==> src/rtl/ctech_lib_clk_sel_pkg.sv <==
// Shared types and limits for the break-before-make clock-OR select sequencer.
package ctech_lib_clk_sel_pkg;

    typedef enum logic [1:0] {
        OFF   = 2'd0,
        ARM   = 2'd1,
        ON    = 2'd2,
        DRAIN = 2'd3
    } sel_state_e;

    localparam int unsigned DEAD_CYC_MAX = 15;

    // Smallest counter width able to hold DEAD_CYC-1 with 2**w > dead_cyc.
    function automatic int unsigned cnt_w_min(input int unsigned dead_cyc);
        return (dead_cyc < 2) ? 1 : $clog2(dead_cyc + 1);
    endfunction

    localparam int unsigned CNT_W_DEF = cnt_w_min(DEAD_CYC_MAX);

endpackage

==> src/rtl/ctech_lib_clk_or_sel_ctl_if.sv <==
// Run/select handshake and branch-enable bundle between requester and sequencer.
interface ctech_lib_clk_or_sel_ctl_if;

    logic run;
    logic sel_vld;
    logic sel_req;
    logic sel_ack;
    logic en0;
    logic en1;
    logic cur_sel;
    logic busy;

    modport master (
        output run, sel_vld, sel_req,
        input  sel_ack, en0, en1, cur_sel, busy
    );

    modport slave (
        input  run, sel_vld, sel_req,
        output sel_ack, en0, en1, cur_sel, busy
    );

endinterface

==> src/rtl/ctech_lib_clk_sel_dcnt.sv <==
// Loadable down-counter with zero flag; times the all-off arming window.
module ctech_lib_clk_sel_dcnt #(
    parameter int unsigned CNT_W = 4
) (
    input  logic             clk,
    input  logic             rst_b,
    input  logic             load,
    input  logic [CNT_W-1:0] load_val,
    input  logic             dec,
    output logic             zero_c
);

    logic [CNT_W-1:0] cnt_q;

    always_ff @(posedge clk or negedge rst_b) begin
        if (!rst_b) begin
            cnt_q <= '0;
        end else if (load) begin
            cnt_q <= load_val;
        end else if (dec && (cnt_q != '0)) begin
            cnt_q <= cnt_q - CNT_W'(1);
        end
    end

    assign zero_c = (cnt_q == '0);

endmodule

==> src/rtl/ctech_lib_clk_or_sel_ctl.sv <==
// Break-before-make enable sequencer for two gated clocks feeding a clock-OR cell.
// Optional DFT bypass (forces branch 0) when CTECH_LIB_CLK_OR_SEL_DFT_BYPASS_EN is defined.
module ctech_lib_clk_or_sel_ctl
    import ctech_lib_clk_sel_pkg::*;
#(
    parameter int unsigned DEAD_CYC = 2,
    parameter bit          RST_SEL  = 1'b0,
    parameter int unsigned CNT_W    = 4
) (
    input  logic clk,
    input  logic rst_b,
`ifdef CTECH_LIB_CLK_OR_SEL_DFT_BYPASS_EN
    input  logic dft_byp,
`endif
    ctech_lib_clk_or_sel_ctl_if.slave sel_if
);

    sel_state_e state_q, state_d;
    logic       tgt_q, tgt_d;
    logic       cur_sel_q, cur_sel_d;
    logic       ack_q, ack_d;
    logic       en0_q, en0_d;
    logic       en1_q, en1_d;
    logic       busy_q, busy_d;
    logic       cnt_load, cnt_dec, cnt_zero_c;

    ctech_lib_clk_sel_dcnt #(.CNT_W(CNT_W)) u_dcnt (
        .clk      (clk),
        .rst_b    (rst_b),
        .load     (cnt_load),
        .load_val (CNT_W'(DEAD_CYC - 1)),
        .dec      (cnt_dec),
        .zero_c   (cnt_zero_c)
    );

    // State and registered outputs.
    always_ff @(posedge clk or negedge rst_b) begin
        if (!rst_b) begin
            state_q   <= OFF;
            tgt_q     <= RST_SEL;
            cur_sel_q <= RST_SEL;
            ack_q     <= 1'b0;
            en0_q     <= 1'b0;
            en1_q     <= 1'b0;
            busy_q    <= 1'b0;
        end else begin
            state_q   <= state_d;
            tgt_q     <= tgt_d;
            cur_sel_q <= cur_sel_d;
            ack_q     <= ack_d;
            en0_q     <= en0_d;
            en1_q     <= en1_d;
            busy_q    <= busy_d;
        end
    end

    // Next state; run falling always takes priority over a pending select.
    always_comb begin
        state_d   = state_q;
        tgt_d     = tgt_q;
        cur_sel_d = cur_sel_q;
        ack_d     = 1'b0;
        cnt_load  = 1'b0;
        cnt_dec   = 1'b0;
        case (state_q)
            OFF: begin
                if (sel_if.run) begin
                    state_d  = ARM;
                    cnt_load = 1'b1;
                end
            end
            ARM: begin
                if (!sel_if.run) begin
                    state_d = OFF;
                end else if (cnt_zero_c) begin
                    state_d   = ON;
                    cur_sel_d = tgt_q;
                end else begin
                    cnt_dec = 1'b1;
                end
            end
            ON: begin
                if (!sel_if.run) begin
                    state_d = DRAIN;
                end else if (sel_if.sel_vld) begin
                    ack_d = 1'b1;
                    if (sel_if.sel_req != cur_sel_q) begin
                        tgt_d   = sel_if.sel_req;
                        state_d = DRAIN;
                    end
                end
            end
            DRAIN: begin
                if (sel_if.run) begin
                    state_d  = ARM;
                    cnt_load = 1'b1;
                end else begin
                    state_d = OFF;
                end
            end
            default: state_d = OFF;
        endcase
        en0_d  = (state_d == ON) && !cur_sel_d;
        en1_d  = (state_d == ON) &&  cur_sel_d;
        busy_d = (state_d == ARM) || (state_d == DRAIN);
    end

`ifdef CTECH_LIB_CLK_OR_SEL_DFT_BYPASS_EN
    // Bypass pins branch 0 on while the sequencer keeps tracking underneath.
    assign sel_if.en0     = dft_byp | en0_q;
    assign sel_if.en1     = ~dft_byp & en1_q;
    assign sel_if.cur_sel = ~dft_byp & cur_sel_q;
    assign sel_if.busy    = ~dft_byp & busy_q;
    assign sel_if.sel_ack = ~dft_byp & ack_q;
`else
    assign sel_if.en0     = en0_q;
    assign sel_if.en1     = en1_q;
    assign sel_if.cur_sel = cur_sel_q;
    assign sel_if.busy    = busy_q;
    assign sel_if.sel_ack = ack_q;
`endif

endmodule

==> src/flat_wrapper.sv <==
// flat-port wrapper written by rule: the top's interface ports become plain ports
module ctech_lib_clk_or_sel_ctl_flat import ctech_lib_clk_sel_pkg::*;
#(
    parameter int unsigned DEAD_CYC = 2,
    parameter bit          RST_SEL  = 1'b0,
    parameter int unsigned CNT_W    = 4
)
  (clk, rst_b, sel_if_run, sel_if_sel_vld, sel_if_sel_req, sel_if_sel_ack, sel_if_en0, sel_if_en1, sel_if_cur_sel, sel_if_busy);
  ctech_lib_clk_or_sel_ctl_if sel_if_i ();
  input  logic clk;
  input  logic rst_b;
  input wire logic [$bits(sel_if_i.run)-1:0] sel_if_run;
  input wire logic [$bits(sel_if_i.sel_vld)-1:0] sel_if_sel_vld;
  input wire logic [$bits(sel_if_i.sel_req)-1:0] sel_if_sel_req;
  output wire logic [$bits(sel_if_i.sel_ack)-1:0] sel_if_sel_ack;
  output wire logic [$bits(sel_if_i.en0)-1:0] sel_if_en0;
  output wire logic [$bits(sel_if_i.en1)-1:0] sel_if_en1;
  output wire logic [$bits(sel_if_i.cur_sel)-1:0] sel_if_cur_sel;
  output wire logic [$bits(sel_if_i.busy)-1:0] sel_if_busy;
  assign sel_if_i.run = sel_if_run;
  assign sel_if_i.sel_vld = sel_if_sel_vld;
  assign sel_if_i.sel_req = sel_if_sel_req;
  assign sel_if_sel_ack = sel_if_i.sel_ack;
  assign sel_if_en0 = sel_if_i.en0;
  assign sel_if_en1 = sel_if_i.en1;
  assign sel_if_cur_sel = sel_if_i.cur_sel;
  assign sel_if_busy = sel_if_i.busy;
  ctech_lib_clk_or_sel_ctl #(.DEAD_CYC(DEAD_CYC), .RST_SEL(RST_SEL), .CNT_W(CNT_W)) u_core (.clk(clk), .rst_b(rst_b), .sel_if(sel_if_i));
endmodule
==> config.mk <==
export PLATFORM = sky130hd
export DESIGN_NAME = ctech_lib_clk_or_sel_ctl_flat
export DESIGN_NICKNAME = d
export VERILOG_FILES = /design/src/rtl/ctech_lib_clk_sel_pkg.sv /design/src/rtl/ctech_lib_clk_or_sel_ctl_if.sv /design/src/rtl/ctech_lib_clk_sel_dcnt.sv /design/src/rtl/ctech_lib_clk_or_sel_ctl.sv /design/src/flat_wrapper.sv
export SDC_FILE = /design/constraint.sdc
export NUM_CORES = 1
export LEC_CHECK = 0
export ABC_AREA = 0
export CAP_MARGIN = 5
export CORE_MARGIN = 5
export CORE_UTILIZATION = 38
export DETAILED_ROUTE_END_ITERATION = 12
export PLACE_DENSITY = 0.63
export SLEW_MARGIN = 20
export SYNTH_ARGS = -nofsm -noshare
export SYNTH_HDL_FRONTEND = slang
export SYNTH_SLANG_ARGS = --single-unit
==> constraint.sdc <==
create_clock -name clk -period 4.27 [get_ports clk]
set_input_delay 0.854 -clock clk [delete_from_list [all_inputs] [get_ports clk]]
set_output_delay 0.854 -clock clk [all_outputs]
set_load 0.05 [all_outputs]
==> results.sh <==
export IMPL_outcome="completed"
export IMPL_r2r_cells=6
export IMPL_syn_nets=71
export IMPL_path_buf_inv=1
export IMPL_maxSlewHeadroom_pct=65.7
export IMPL_drc=0
export IMPL_drive_above_1_share_pct=16.4
export IMPL_cp_required_ns=3.42
export IMPL_cts_sinks=11
export IMPL_hold_end="u_core.tgt_q"
export IMPL_fillers=153
export IMPL_worst_pin_slew_ns=0.513
export IMPL_critical_path_class="reg -> out"
export IMPL_die_area_um2=2620
export IMPL_worstPathMaxFanout=7
export IMPL_crit_path_cell_trace="clkdlybuf4s50_1"
export IMPL_cts_setup_buffers=0
export IMPL_path_clk_slew_ns=0.08
export IMPL_finalCriticalPeriod_ns=2.44
export IMPL_htreeDepth=1
export IMPL_final_common_cell="dfrtp_1"
export IMPL_max_freq_mhz=410
export IMPL_hold_depth=1
export IMPL_hold_ws_ns=0.548
export IMPL_first_iter_violations=7
export IMPL_slowest_delay_ns=0.85
export IMPL_synth_top_area_share_pct=42.7
export IMPL_fin_setup_tns_ns=0
export IMPL_synth_area_leaders="dfrtp_1 43%, ha_1 9.7%, inv_1 4.1%"
export IMPL_yosysWarnings=0
export IMPL_power_leakage_uw=0.000345
export IMPL_dpl_hpwl_um=881
export IMPL_rsz0062_at_grt="no"
export IMPL_overflow=0
export IMPL_globalplace_congestion=0.773
export IMPL_vias=466
export IMPL_cts_buffers=3
export IMPL_path_delay_family="buffers and inverters"
export IMPL_fin_crit_sh_pct=57.1
export IMPL_grt_use_total_pct=11.2
export IMPL_avgSynthCellArea_um2=10.6
export IMPL_design_area_um2=771
export IMPL_cap_viol_max_count=0
export IMPL_fp_dieH_um=51.2
export IMPL_timing_rr_end="u_core.sel_if.en1"
export IMPL_antenna_found_initial=0
export IMPL_rows=14
export IMPL_tritoncts="yes"
export IMPL_highest_layer="met3"
export IMPL_detail_route_antenna_nets=0
export IMPL_initial_core_util_pct=41.3
export IMPL_grt_max_degree=12
export IMPL_wl_met2_um=586
export IMPL_peakVddDrop_mv=0.287
export IMPL_clk_latency_ns=0.27
export IMPL_coreArea_um2=1560
export IMPL_grt_pass1_vias=487
export IMPL_arrival_ns=1.58
export IMPL_grt_pass1_wl_um=2170
export IMPL_area_growth_pct=19.6
export IMPL_die_x_um=51.2
export IMPL_clk_path_buf_depth=2
export IMPL_seq_area_frac_synth_pct=42.7
export IMPL_most_common_layout_cells="11 x dfrtp_1, 9 x clkdlybuf4s50_1, 7 x inv_1, 5 x ha_1, 4 x nor2_1"
export IMPL_cp_slowest_cell="clkdlybuf4s50_1"
export IMPL_rrSetupSlack_ns=2.49
export IMPL_synth_top_area_cell="dfrtp_1"
export IMPL_routed_wl_um=1160
export IMPL_yosysUniqueCellTypes=28
export IMPL_placed_cell_area_um2=743
export IMPL_wl_met1_um=524
export IMPL_slew_viol_final=0
export IMPL_holdCritStartpoint="u_core.sel_if.cur_sel"
export IMPL_drt_first_pass_iters=4
export IMPL_reg2reg_from="u_core.u_dcnt.cnt_q[0]"
export IMPL_wl_per_cell_um=13.1
export IMPL_postSynthRegisterBits=11
export IMPL_postSynthCellCount=61
export IMPL_root_buffer="clkbuf_4"
export IMPL_hold_viol=0
export IMPL_pre_cts_slack_ns=1.82
export IMPL_final_nets=84
export IMPL_skew_ns=0.00938
export IMPL_critPathLaunchType="flop"
export IMPL_hold_class="reg -> reg"
export IMPL_synth_area_um2=644
export IMPL_drt_vias_per_instance=5.24
export IMPL_portBuffers=9
export IMPL_ctsResizeCount=0
export IMPL_timing_final_ws_setup_ns=1.83
export IMPL_final_setup_viol_count=0
export IMPL_met3_length_um=51
export IMPL_antenna_cells=0
export IMPL_pin_count=10
export IMPL_placedCellCount=85
export IMPL_p_per_area_nw_per_um2=665
export IMPL_fin_cells=89
export IMPL_end_kind="output port"
export IMPL_hold_buffers=0
through the flow:
stage                     util, %  total power (µW)
after floorplan                 -               380
after global placement       47.7               444
after detailed placement     47.7               445
after CTS                    49.4               522
after global routing         49.4               563
final                        49.4               513
layout make-up:
| class | count | area, µm² | area share (%) |
|---|---|---|---|
| multi-input combinational | 42 | 332 | 43.0 |
| sequential | 11 | 275 | 35.7 |
| timing repair buffer | 9 | 90.1 | 11.7 |
| inverter | 7 | 26.3 | 3.41 |
| clock buffer | 3 | 22.5 | 2.92 |
| tap | 16 | 20.0 | 2.60 |
| clock inverter | 1 | 5.00 | 0.649 |
layer usage:
layer  global-route usage (%)  vias to the layer above
li1                         -                      233
met4                     2.69                        0
met3                     5.52                        0
met5                        0                        -
met2                     18.0                        9
met1                     13.3                      224
Yosys cell counts:
cell type,n
a211o_1,1
nor2b_1,1
xor2_1,3
nand3_1,1
nand3b_1,1
nand2_1,3
dfrtp_1,11
and2_1,1
ha_1,5
nor2_1,4
a221oi_1,2
or3b_4,1
nand2b_1,2
mux2_4,1
nand4_1,2
a21o_1,1
a21oi_1,2
inv_1,7
or2_2,1
buf_6,1
nor3b_2,1
nor3_2,1
o21ai_0,3
a221oi_2,1
a211oi_2,1
xnor2_1,1
nor2_4,1
nor3_1,1
flip-flops by register name, indices dropped and copies added (netlist names):
register               flops
u_core.u_dcnt.cnt_q        4
u_core.sel_if.busy         1
u_core.sel_if.cur_sel      1
u_core.sel_if.en0          1
u_core.sel_if.en1          1
u_core.sel_if.sel_ack      1
u_core.state_q             1
u_core.tgt_q               1
worst max-delay path by stage:
stage          depth (start not counted)                from           endpoint  slack, ns
6_report                               1  u_core.sel_if.busy        sel_if_busy       1.83
5_1_grt                                1  u_core.sel_if.busy        sel_if_busy       1.75
4_1_cts                                1  u_core.sel_if.busy        sel_if_busy       1.81
3_5_place_dp                           5          sel_if_run  u_core.sel_if.en1       1.82
3_3_place_gp                           5          sel_if_run  u_core.sel_if.en1       1.82
2_1_floorplan                          6  u_core.sel_if.busy  u_core.sel_if.en1       2.32
power breakdown:
group          internal, µW  switching, µW  total (µW)
registers               137           32.1         169
clock network          34.6           35.2        69.8
logic                   112            162         274
logic make-up (layout without fill, tap and decap cells):
group	after synthesis	in the layout	synth area share, %
fa+ha+maj	5	5	9.71
xor+xnor	4	4	5.44
buf+inv	8	20	5.83
flops	11	11	42.7
simple gates	21	21	20.6
mux	1	1	2.33
compound gates	11	11	13.4
Note: power is estimated with default switching activity, not from simulation.
==> variant 1, RTL diff (config.mk and constraints unchanged) <==
`CNT_W` is set to 4 in 3 places; all go to 6.
--- a/src/rtl/ctech_lib_clk_sel_dcnt.sv
+++ b/src/rtl/ctech_lib_clk_sel_dcnt.sv
@@ -1,6 +1,6 @@
 // Loadable down-counter with zero flag; times the all-off arming window.
 module ctech_lib_clk_sel_dcnt #(
-    parameter int unsigned CNT_W = 4
+    parameter int unsigned CNT_W = 6
 ) (
     input  logic             clk,
     input  logic             rst_b,
--- a/src/rtl/ctech_lib_clk_or_sel_ctl.sv
+++ b/src/rtl/ctech_lib_clk_or_sel_ctl.sv
@@ -5,7 +5,7 @@
 #(
     parameter int unsigned DEAD_CYC = 2,
     parameter bit          RST_SEL  = 1'b0,
-    parameter int unsigned CNT_W    = 4
+    parameter int unsigned CNT_W    = 6
 ) (
     input  logic clk,
     input  logic rst_b,
--- a/src/flat_wrapper.sv
+++ b/src/flat_wrapper.sv
@@ -3,7 +3,7 @@
 #(
     parameter int unsigned DEAD_CYC = 2,
     parameter bit          RST_SEL  = 1'b0,
-    parameter int unsigned CNT_W    = 4
+    parameter int unsigned CNT_W    = 6
 )
   (clk, rst_b, sel_if_run, sel_if_sel_vld, sel_if_sel_req, sel_if_sel_ack, sel_if_en0, sel_if_en1, sel_if_cur_sel, sel_if_busy);
   ctech_lib_clk_or_sel_ctl_if sel_if_i ();
Behaviour: same outputs for any inputs over 10 cycles, from zero or initial values and one cycle with rst_b low; that may be too few to reach the edited logic, so the function may still have changed.
==> variant 1 against the unedited design <==
Design area up 12%; synthesized area up 11%; maximum frequency down 0.54%; total power up 28%; setup slack worse by 0.013 ns; routed wire length up 9.2%; register-to-register slack better by 0.09 ns; sequential cell count up 2.
==> variant 1: results <==
[sta]
whs_ns = 0.528
fin_crit_ns = 2.45

[routing]
routed_wl_um = 1270
highest_layer = "met4"
wl_met2_um = 576
vias_per_cell = 4.97

[yosys]
synth_nets = 78
syn_avg_cell_area_um2 = 10.5
ys_types = 27

[grt]
grt_pass1_wl_um = 2300
grt_max_degree = 14
met1_usage_pct = 15.1
grt_pass1_vias = 535

[placement]
routabilityCongestion = 0.823
pre_cts_slack_ns = 1.83
dp_cells = 102
hpwl_um = 945

[pwr]
p_sw_mw = 0.308
power_mw = 0.656
p_leak_nw = 0.386

[cells_and_area]
finalNetCount = 92
fillers = 168

[worst_setup_path]
rrSetupSlack_ns = 2.58
critical_path.startpoint = "u_core.state_q[0]"
reg2reg_depth = 7

[floorplan]
initial_core_util_pct = 40.4

[run_status]
outcome = "completed"
-- variant 1: cell count changes after synthesis, sizes merged, moves of 2 or more --
cell | unedited run | this run
nand2 | 3 | 6
nor2 | 5 | 7
a221oi | 3 | 0
nand2b | 2 | 0
o31ai | 0 | 2
a31oi | 0 | 2
xor2 | 3 | 5
dfrtp | 11 | 13
-- variant 1: cells by family (layout without fill, tap and decap cells) --
kind of cell | after synthesis | count (layout) | synth area share (%)
xor+xnor | 5 | 5 | 6.14
compound gates | 13 | 13 | 13.7
flops | 13 | 13 | 45.6
buf+inv | 7 | 20 | 3.68
simple gates | 23 | 23 | 18.6
mux | 2 | 2 | 3.51
fa+ha+maj | 5 | 5 | 8.77
-- variant 1: path summary, 6_finish.rpt --
path / end
min: u_core.tgt_q
max reg2reg: u_core.u_dcnt.cnt_q[5]
max: sel_if_busy
min reg2reg: u_core.tgt_q
max in group asynchronous: u_core.u_dcnt.cnt_q[4]
min in group asynchronous: u_core.u_dcnt.cnt_q[3]
-- variant 1: through the flow --
step	utilization, %	area (um2)
final	48.8	861
after global routing	48.8	861
after CTS	48.8	861
after detailed placement	47.3	835
after global placement	47.3	835
after floorplan	-	713
-- variant 1: final cells by class --
class / instances / area (um2) / share of cell area (%)
Clock buffer: 4 / 26.3 / 3.05
Inverter: 7 / 26.3 / 3.05
Multi-Input combinational cell: 48 / 362 / 42.0
Sequential cell: 13 / 325 / 37.8
Tap cell: 25 / 31.3 / 3.63
Timing Repair Buffer: 9 / 90.1 / 10.5
-- variant 1: worst reg2reg max path, stage by stage, from the launching register on --
cell,delay [ns]
dfrtp_1,0.40
inv_1,0.06
ha_1,0.20
nor3b_4,0.17
a21oi_2,0.36
nand3_1,0.14
xor2_1,0.17
nor2_1,0.06
==> variant 2, RTL diff (same flow settings) <==
Without the edit above. Encoding of `sel_state_e`: now Gray code (2 bits for 4 states).
--- a/src/rtl/ctech_lib_clk_sel_pkg.sv
+++ b/src/rtl/ctech_lib_clk_sel_pkg.sv
@@ -2,10 +2,10 @@
 package ctech_lib_clk_sel_pkg;
 
     typedef enum logic [1:0] {
-        OFF   = 2'd0,
-        ARM   = 2'd1,
-        ON    = 2'd2,
-        DRAIN = 2'd3
+        OFF   = 2'b00,
+        ARM   = 2'b01,
+        ON    = 2'b11,
+        DRAIN = 2'b10
     } sel_state_e;
 
     localparam int unsigned DEAD_CYC_MAX = 15;
Formal check against the unedited RTL: same outputs for any inputs over 10 cycles, from zero or initial values and one cycle with rst_b low; not proved beyond that.
==> variant 2 against the unedited design <==
Sequential cell count rose by 1; cell count fell by 6.7%; first-iteration DRC count rose by 71%; register-to-register slack improved by 0.15 ns; total power fell by 13%; setup slack improved by 0.090 ns; routed wire length fell by 11%; synthesized area fell by 9.5%; design area fell by 7.1%; largest power group is now sequential cells.
==> variant 2: results <==
[placement]
placed_cell_area_um2 = 679
routabilityCongestion = 0.775
hpwl_um = 785
port_buffers = 9
dp_cells = 79

[hold_path]
hold_path.class = "flop to flop"
min_path_cells = 1

[cells_and_area]
antenna_cells = 0
fillers = 128
drive_gt1_share_pct = 8.96
finalNetCount = 75
top_regs = "u_core.u_dcnt.cnt_q x4, u_core.state_q x2"

[yosys]
yosysWarnings = 0
synth_nets = 64
synth_commonest_cells = "dfrtp_1 (12), inv_1 (7), nor2_1 (3), nor4_1 (3)"
ys_types = 28
ys_top_cells_by_area = "dfrtp_1 (52%), inv_1 (4.5%), ha_1 (4.3%)"
synth_seq_area_share_pct = 51.5
syn-instance-count = 57

[worst_setup_path]
crit_slowest_cell = "clkdlybuf4s50_1"
reg2reg_depth = 5
cp_top_family = "buffers and inverters"
crit_path_max_fanout = 4
slowest_delay_ns = 0.83
worst-endpoint-arrival_ns = 1.49

[routing]
num_vias = 455
drt_iter0_markers = 12
vias_per_cell = 5.48
drt_pass1_iterations = 4
routed_wl_um = 1040

[grt]
grt_pass1_wl_um = 1810
grt_max_degree = 13
grt_pass1_vias = 422
grtUsageTotal_pct = 9.52

[run_status]
outcome = "completed"

[clocking]
clock_latency_ns = 0.27
cts_max_level = 1
cts_buffers = 3
cts_buffer_depth = 2
clk_pin_slew_ns = 0.08

[pwr]
ir_drop_uv = 445
p_sw_mw = 0.176
p_leak_nw = 0.319

[sta]
fin_worst_skew_ns = 0.00595
relSlewSlack_pct = 65.0
variant 2: cell count changes after synthesis, moves of 2 or more:
cell	unedited run	this run
a221oi_1	2	0
a31oi_1	0	2
buf_2	0	2
ha_1	5	2
nor4_1	0	3
o21ai_0	3	1
o22ai_1	0	2
xor2_1	3	0
variant 2: stage by stage:
step	worst slack [ns]	hold slack, ns	power [mW]
floorplan	2.44	0.510	0.311
global placement	1.84	0.509	0.360
detailed placement	1.78	0.510	0.359
CTS	1.90	0.522	0.451
global route	1.85	0.566	0.484
finish	1.92	0.512	0.448
variant 2: per-layer routing:
layer  vias to the layer above  part of all wire, %  GRT usage [%]
met5                         -                    0              0
met4                         0                  1.2           4.04
met3                         2                  3.8           3.06
met2                         9                   47           14.8
met1                       216                   48           11.9
li1                        228                    -              -
variant 2: kinds of logic after synthesis:
kind of cell,count (synthesis),share of synthesized area [%]
AND/OR/NAND/NOR,18,18.2
buffers and inverters,10,6.87
adder cells (fa/ha/maj),2,4.29
flip-flops,12,51.5
XOR/XNOR,1,1.50
AO/OA/AOI/OAI,14,17.6
variant 2: layout make-up:
type | count | area (um2) | share of cell area, %
timing repair buffer | 9 | 90.1 | 12.6
multi-input combinational | 35 | 243 | 33.9
tap | 16 | 20.0 | 2.80
clock buffer | 4 | 36.3 | 5.07
inverter | 7 | 26.3 | 3.67
sequential | 12 | 300 | 42.0
variant 2: power groups by stage:
stage                     registers [mW]  clock network [mW]  logic [mW]
after floorplan                    0.205                   0       0.106
after global placement             0.183                   0       0.177
after detailed placement           0.183                   0       0.176
after CTS                          0.180              0.0932       0.178
after global routing               0.187               0.102       0.195
final                              0.181              0.0901       0.176
variant 2: final timing paths:
path | start | slack, ns | end
max in group asynchronous | rst_b | 2.99 | u_core.state_q[0]
min reg2reg | u_core.sel_if.cur_sel | 0.51 | u_core.tgt_q
max reg2reg | u_core.u_dcnt.cnt_q[0] | 2.64 | u_core.u_dcnt.cnt_q[1]
min in group asynchronous | rst_b | 0.92 | u_core.u_dcnt.cnt_q[3]
max | u_core.sel_if.cur_sel | 1.92 | sel_if_cur_sel
min | u_core.sel_if.cur_sel | 0.51 | u_core.tgt_q
